$ cat src/rtl/modbus_rtu_frame_rx.sv
// Modbus RTU frame receiver: t1.5/t3.5 silence framing, byte buffer, CRC-16/MODBUS; ADDR_FILTER_EN drops frames for other stations.
// Latency: frame_done 1 clk after the t3.5 silence completes; rd_data 1 clk after rd_addr.
// Backpressure: none; every rx_done strobe is consumed in the cycle it arrives.
module modbus_rtu_frame_rx #(
    parameter int CLK_FREQ      = 50000000,
    parameter int BAUD_RATE     = 115200,
    parameter int MAX_FRAME_LEN = 256
) (
    input  logic       clk,
    input  logic       rst,
    input  logic [7:0] rx_data,
    input  logic       rx_done,
    input  logic [7:0] slave_addr,
    input  logic [7:0] rd_addr,
    output logic [7:0] rd_data,
    output logic       frame_done,
    output logic [8:0] frame_len,
    output logic       crc_ok,
    output logic       frame_err,
    output logic       busy
);

    localparam int BIT = CLK_FREQ / BAUD_RATE;
    localparam int T15 = (BAUD_RATE <= 19200) ? BIT * 33 / 2 : CLK_FREQ / 1000000 * 750;
    localparam int T35 = (BAUD_RATE <= 19200) ? BIT * 77 / 2 : CLK_FREQ / 1000000 * 1750;
    localparam int TW  = $clog2(T35 + 1);
    localparam int AW  = $clog2(MAX_FRAME_LEN);
    localparam logic [TW-1:0] T15_CNT = TW'(T15);
    localparam logic [TW-1:0] T35_CNT = TW'(T35);
    localparam logic [8:0]    MAX_LEN = 9'(MAX_FRAME_LEN);

    typedef enum logic [2:0] {S_INIT, S_IDLE, S_RECV, S_GAP, S_DONE} state_t;

    state_t        state, next_state;
    logic [TW-1:0] timer;
    logic [15:0]   crc;
    logic [8:0]    len;
    logic          ovf;
    logic          gap_err;
    logic          drop;
    logic          wr_en;
    logic [AW-1:0] wr_addr;
    logic          closing;
    logic          close_err;
    logic [7:0]    mem [MAX_FRAME_LEN];

    function automatic logic [15:0] crc_step(input logic [15:0] c, input logic [7:0] d);
        logic [15:0] r;
        r = c ^ {8'h00, d};
        for (int i = 0; i < 8; i++) begin
            r = r[0] ? ((r >> 1) ^ 16'hA001) : (r >> 1);
        end
        return r;
    endfunction

    // A byte arriving on the same cycle the timer hits a threshold wins.
    always_comb begin
        next_state = state;
        case (state)
            S_INIT: if (!rx_done && timer == T35_CNT) next_state = S_IDLE;
            S_IDLE: if (rx_done) next_state = S_RECV;
            S_RECV: if (!rx_done && timer == T15_CNT) next_state = S_GAP;
            S_GAP:  if (!rx_done && timer == T35_CNT) next_state = S_DONE;
            S_DONE: next_state = S_IDLE;
            default: next_state = S_INIT;
        endcase
    end

    always_comb begin
        wr_en   = 1'b0;
        wr_addr = '0;
        if (rx_done && state == S_IDLE) begin
            wr_en = 1'b1;
        end else if (rx_done && state == S_RECV && len < MAX_LEN) begin
            wr_en   = 1'b1;
            wr_addr = len[AW-1:0];
        end
    end

    assign closing   = (state == S_GAP) && (next_state == S_DONE);
    assign close_err = ovf | gap_err | (len < 9'd4);
    assign busy      = (state == S_RECV) || (state == S_GAP);

`ifndef ADDR_FILTER_EN
    logic unused_slave_addr;
    assign unused_slave_addr = ^slave_addr;
`endif

    always_ff @(posedge clk or posedge rst) begin
        if (rst) begin
            state      <= S_INIT;
            timer      <= '0;
            crc        <= 16'hFFFF;
            len        <= '0;
            ovf        <= 1'b0;
            gap_err    <= 1'b0;
            drop       <= 1'b0;
            rd_data    <= '0;
            frame_done <= 1'b0;
            frame_len  <= '0;
            crc_ok     <= 1'b0;
            frame_err  <= 1'b0;
        end else begin
            state      <= next_state;
            rd_data    <= mem[rd_addr[AW-1:0]];
            frame_done <= 1'b0;
            if (rx_done) begin
                timer <= '0;
            end else if (timer != T35_CNT) begin
                timer <= timer + 1'b1;
            end
            if (rx_done && state == S_IDLE) begin
                len     <= 9'd1;
                crc     <= crc_step(16'hFFFF, rx_data);
                ovf     <= 1'b0;
                gap_err <= 1'b0;
`ifdef ADDR_FILTER_EN
                drop    <= (rx_data != slave_addr) && (rx_data != 8'h00);
`else
                drop    <= 1'b0;
`endif
            end
            if (rx_done && state == S_RECV) begin
                if (len >= MAX_LEN) ovf <= 1'b1;
                if (len != 9'h1FF) len <= len + 9'd1;
                crc <= crc_step(crc, rx_data);
            end
            if (rx_done && state == S_GAP) begin
                gap_err <= 1'b1;
            end
            if (closing && !drop) begin
                frame_done <= 1'b1;
                frame_len  <= len;
                frame_err  <= close_err;
                crc_ok     <= (crc == 16'h0000) && !close_err;
            end
        end
    end

    always_ff @(posedge clk) begin
        if (wr_en) mem[wr_addr] <= rx_data;
    end

endmodule

$ cat config.mk
export PLATFORM = sky130hd
export DESIGN_NAME = modbus_rtu_frame_rx
export DESIGN_NICKNAME = d
export VERILOG_FILES = /design/src/rtl/modbus_rtu_frame_rx.sv
export SDC_FILE = /design/constraint.sdc
export NUM_CORES = 2
export LEC_CHECK = 0
export ABC_CLOCK_PERIOD_IN_PS = 6600
export CORE_MARGIN = 4
export CORE_UTILIZATION = 30
export DETAILED_ROUTE_END_ITERATION = 12
export GPL_TIMING_DRIVEN = 0
export PLACE_DENSITY_LB_ADDON = 0.25
export SLEW_MARGIN = 20
export SYNTH_ARGS = -nofsm -noshare
export SYNTH_HDL_FRONTEND = slang
export SYNTH_SLANG_ARGS = --single-unit
$ cat constraint.sdc
create_clock -name clk -period 6.6 [get_ports clk]
set_input_delay 0.66 -clock clk [delete_from_list [all_inputs] [get_ports clk]]
set_output_delay 0.66 -clock clk [all_outputs]
set_load 0.05 [all_outputs]
==> impl_metrics.ini <==
[worst_setup_path]
cp-end-kind = register
crit_path_top_delay_cell = clkdlybuf4s50_1
critPathBufInv = 5
cp.required_ps = 7270
crit_arrival_ps = 6350
critPathKind = in -> reg
rrSetupSlack_ps = 2020
crit_path_max_incr_delay_ps = 960
worstPathCellList = clkdlybuf4s50_1 > inv_1 > buf_2 > buf_2 > clkbuf_1 > a211oi_1 > nor4_1 > nor4_1 > nor4_2
crit_family = buffers and inverters
crit_fanout = 10
start_kind = primary input

[layout]
multi_input_area_um2 = 18400
area_delta_synth_final_pct = 15.5
nFillCells = 25600
finalNetCount = 4501
seqCellArea_um2 = 63200
fin_area_um2 = 96000
layout-drive-gt1-share = 0.210

[logic_synthesis]
syn_area_per_cell_um2 = 19.9
synthCells = 4182
yosysUniqueCellTypes = 72
ys_seq_area_frac = 0.760
ys.flop_type = edfxtp_1
yosys_warnings = 0
syn_area_um2 = 83100
ys_ff_latch = 2115
synth_async_sr_flop_share = 0.0317
syn-num-nets = 4213
synth_edf_count = 2048

[power_and_ir_drop]
power.leakage_nw = 29.8
max-vdd-ir-drop_uv = 246
p_per_area_nw_per_um2 = 309
power_mw = 29.6

[placement]
dpl_cell_area_um2 = 89000
io_buffers = 37
gp_congestion = 0.908
dp_hpwl_um = 193000

[timing]
rsz0062_at_grt = no
setup_viol = 0
relSlewSlack = 0.149
finClkSkew_ps = 43.1
fin_tns_setup_ps = 0
hold_viol_final = 0
post-route-period-util = 0.861
tightest_slew_ps = 1260
final_max_slew_viol_count = 0
post-route-min-period_ps = 5680
max_freq_mhz = 176

[status]
status = completed

[cts]
clk_pin_slew_ps = 60
root_buffer = clkbuf_16
h-tree-depth = 4
numCtsBuffers = 217
clk-insertion-delay-late_ps = 860
cts_tree = done
ctsHoldBuffers = 0
post-cts-setup-buffers = 0
clock-sinks = 2115
cts.repair.resized = 0
clockBufferDepth = 3

[die]
start_util = 0.303
die_area_um2 = 286000
ios = 48
core_um2 = 275000
die_width_um = 534
dieHeight_um = 534
rows = 192

[detailed_routing]
drt-pass1-iter-count = 6
drcViolationCount = 0
wl_per_cell_um = 34.0
vias = 44800
final_antenna_net_count = 0
wl_um = 283000
drt_iter0_drc = 6294
vias_per_cell = 5.38

[global_route]
track_usage = 0.194
grt_pass1_wl_um = 383000
grt_pass1_vias = 44400
grt-ovfl-total = 0
grt_max_degree = 118
antenna_found_initial = 30

[flow_run]
cap_violations = 0

[min_path]
min_path_type = in -> async
==> layer usage <==
layer | part of all wire | vias up | routed length, um | global-route usage
met5 | 0.000056 | - | 16 | 0
met4 | 0.047 | 2 | 13300 | 0.0820
met3 | 0.082 | 510 | 23100 | 0.0370
met2 | 0.46 | 2275 | 131000 | 0.304
met1 | 0.41 | 24200 | 116000 | 0.265
li1 | - | 17800 | - | -
==> synth_stat cells (19+ instances only) <==
library cell | count | share of area
nand3_1 | 43 | 0.0026
dfrtp_1 | 51 | 0.015
a211oi_1 | 56 | 0.0051
nand2_1 | 164 | 0.0074
a21oi_1 | 123 | 0.0074
nor2_1 | 327 | 0.015
o22ai_1 | 46 | 0.0035
nor3_1 | 38 | 0.0023
buf_2 | 59 | 0.0036
a22oi_1 | 100 | 0.0090
buf_4 | 34 | 0.0031
o21ai_0 | 44 | 0.0026
edfxtp_1 | 2048 | 0.74
buf_6 | 24 | 0.0033
xor2_1 | 20 | 0.0021
mux4_2 | 411 | 0.11
mux4_1 | 19 | 0.0060
nor4_1 | 40 | 0.0030
mux2i_1 | 191 | 0.023
clkbuf_1 | 96 | 0.0043
==> worst register-to-register path, stage by stage, from the launching register on <==
cell and delay [ps]:
dfrtp_1 350, clkbuf_1 180, nor2b_1 250, and3b_1 330, nand2b_1 110, buf_2 210, nor3b_2 810, nand2_1 580
clkbuf_1 450, nor2_1 910
==> path summary, 6_finish.rpt <==
kind	from	endpoint	depth (start not counted)
max	rd_addr[2]	rd_data[2]	9
min	rst	state[1]	2
max reg2reg	state[2]	mem[118][3]	9
min reg2reg	crc[10]	crc[2]	2
max in group asynchronous	rst	crc[3]	3
min in group clk	rx_data[1]	mem[32][1]	1
==> cell usage in the layout (no fill, tap or decap), drive strengths merged, types with 8 or more instances in the layout <==
| master | netlist | layout |
|---|---|---|
| a211oi | 56 | 56 |
| a21oi | 123 | 123 |
| a221oi | 13 | 13 |
| a22o | 15 | 15 |
| a22oi | 100 | 100 |
| buf | 146 | 187 |
| bufinv | 0 | 21 |
| clkbuf | 101 | 376 |
| clkdlybuf4s50 | 0 | 28 |
| clkinv | 0 | 80 |
| clkinvlp | 0 | 9 |
| dfrtp | 51 | 51 |
| dfstp | 16 | 16 |
| diode | 0 | 11 |
| edfxtp | 2048 | 2048 |
| inv | 8 | 15 |
| mux2i | 191 | 191 |
| mux4 | 430 | 430 |
| nand2 | 164 | 164 |
| nand2b | 8 | 8 |
| nand3 | 43 | 43 |
| nor2 | 327 | 327 |
| nor2b | 16 | 16 |
| nor3 | 39 | 39 |
| nor3b | 12 | 12 |
| nor4 | 41 | 41 |
| o2111ai | 14 | 14 |
| o21ai | 44 | 44 |
| o221ai | 14 | 14 |
| o22ai | 48 | 48 |
| xnor2 | 18 | 18 |
| xor2 | 20 | 20 |
==> state kept, by name, summed over array words and instances (netlist names), 3 cells and up <==
signal / flops
frame_len: 9
rd_data: 8
len: 9
crc: 16
timer: 17
state: 3
mem: 2048
==> cell families (layout without fill, tap and decap cells) <==
family	after synthesis	count (layout)	synth area share
buf+inv	256	717	0.0198
fa+ha+maj	4	4	0.000602
other cells	0	11	0
simple gates	690	690	0.0370
flops	2115	2115	0.760
compound gates	450	450	0.0363
xor+xnor	41	41	0.00483
mux	626	626	0.141
==> per-stage QoR <==
step	cells	hold slack (ps)	utilization	worst slack, ps
floorplan	4182	442	-	3350
global placement	7905	464	0.321	-5270
detailed placement	7937	458	0.324	250
CTS	8329	149	0.349	1160
global route	8334	187	0.350	1210
finish	8340	180	0.350	918
==> where the power goes <==
group	internal (mW)	switching, mW	total (mW)
Clock	6.98	5.27	12.3
Combinational	0.746	1.66	2.41
Sequential	14.9	0.0890	15.0
==> area by class of cell <==
| class | instances | share of cell area |
|---|---|---|
| diodes | 11 | 0.000287 |
| plain buffers | 248 | 0.0171 |
| clock buffers | 275 | 0.0602 |
| clock inverters | 117 | 0.0121 |
| inverters | 8 | 0.000339 |
| multi-input cells | 1811 | 0.191 |
| flip-flops and latches | 2115 | 0.658 |
| well taps | 3686 | 0.0480 |
| repair buffers | 69 | 0.0123 |
Note: power is estimated with default switching activity, not from simulation.
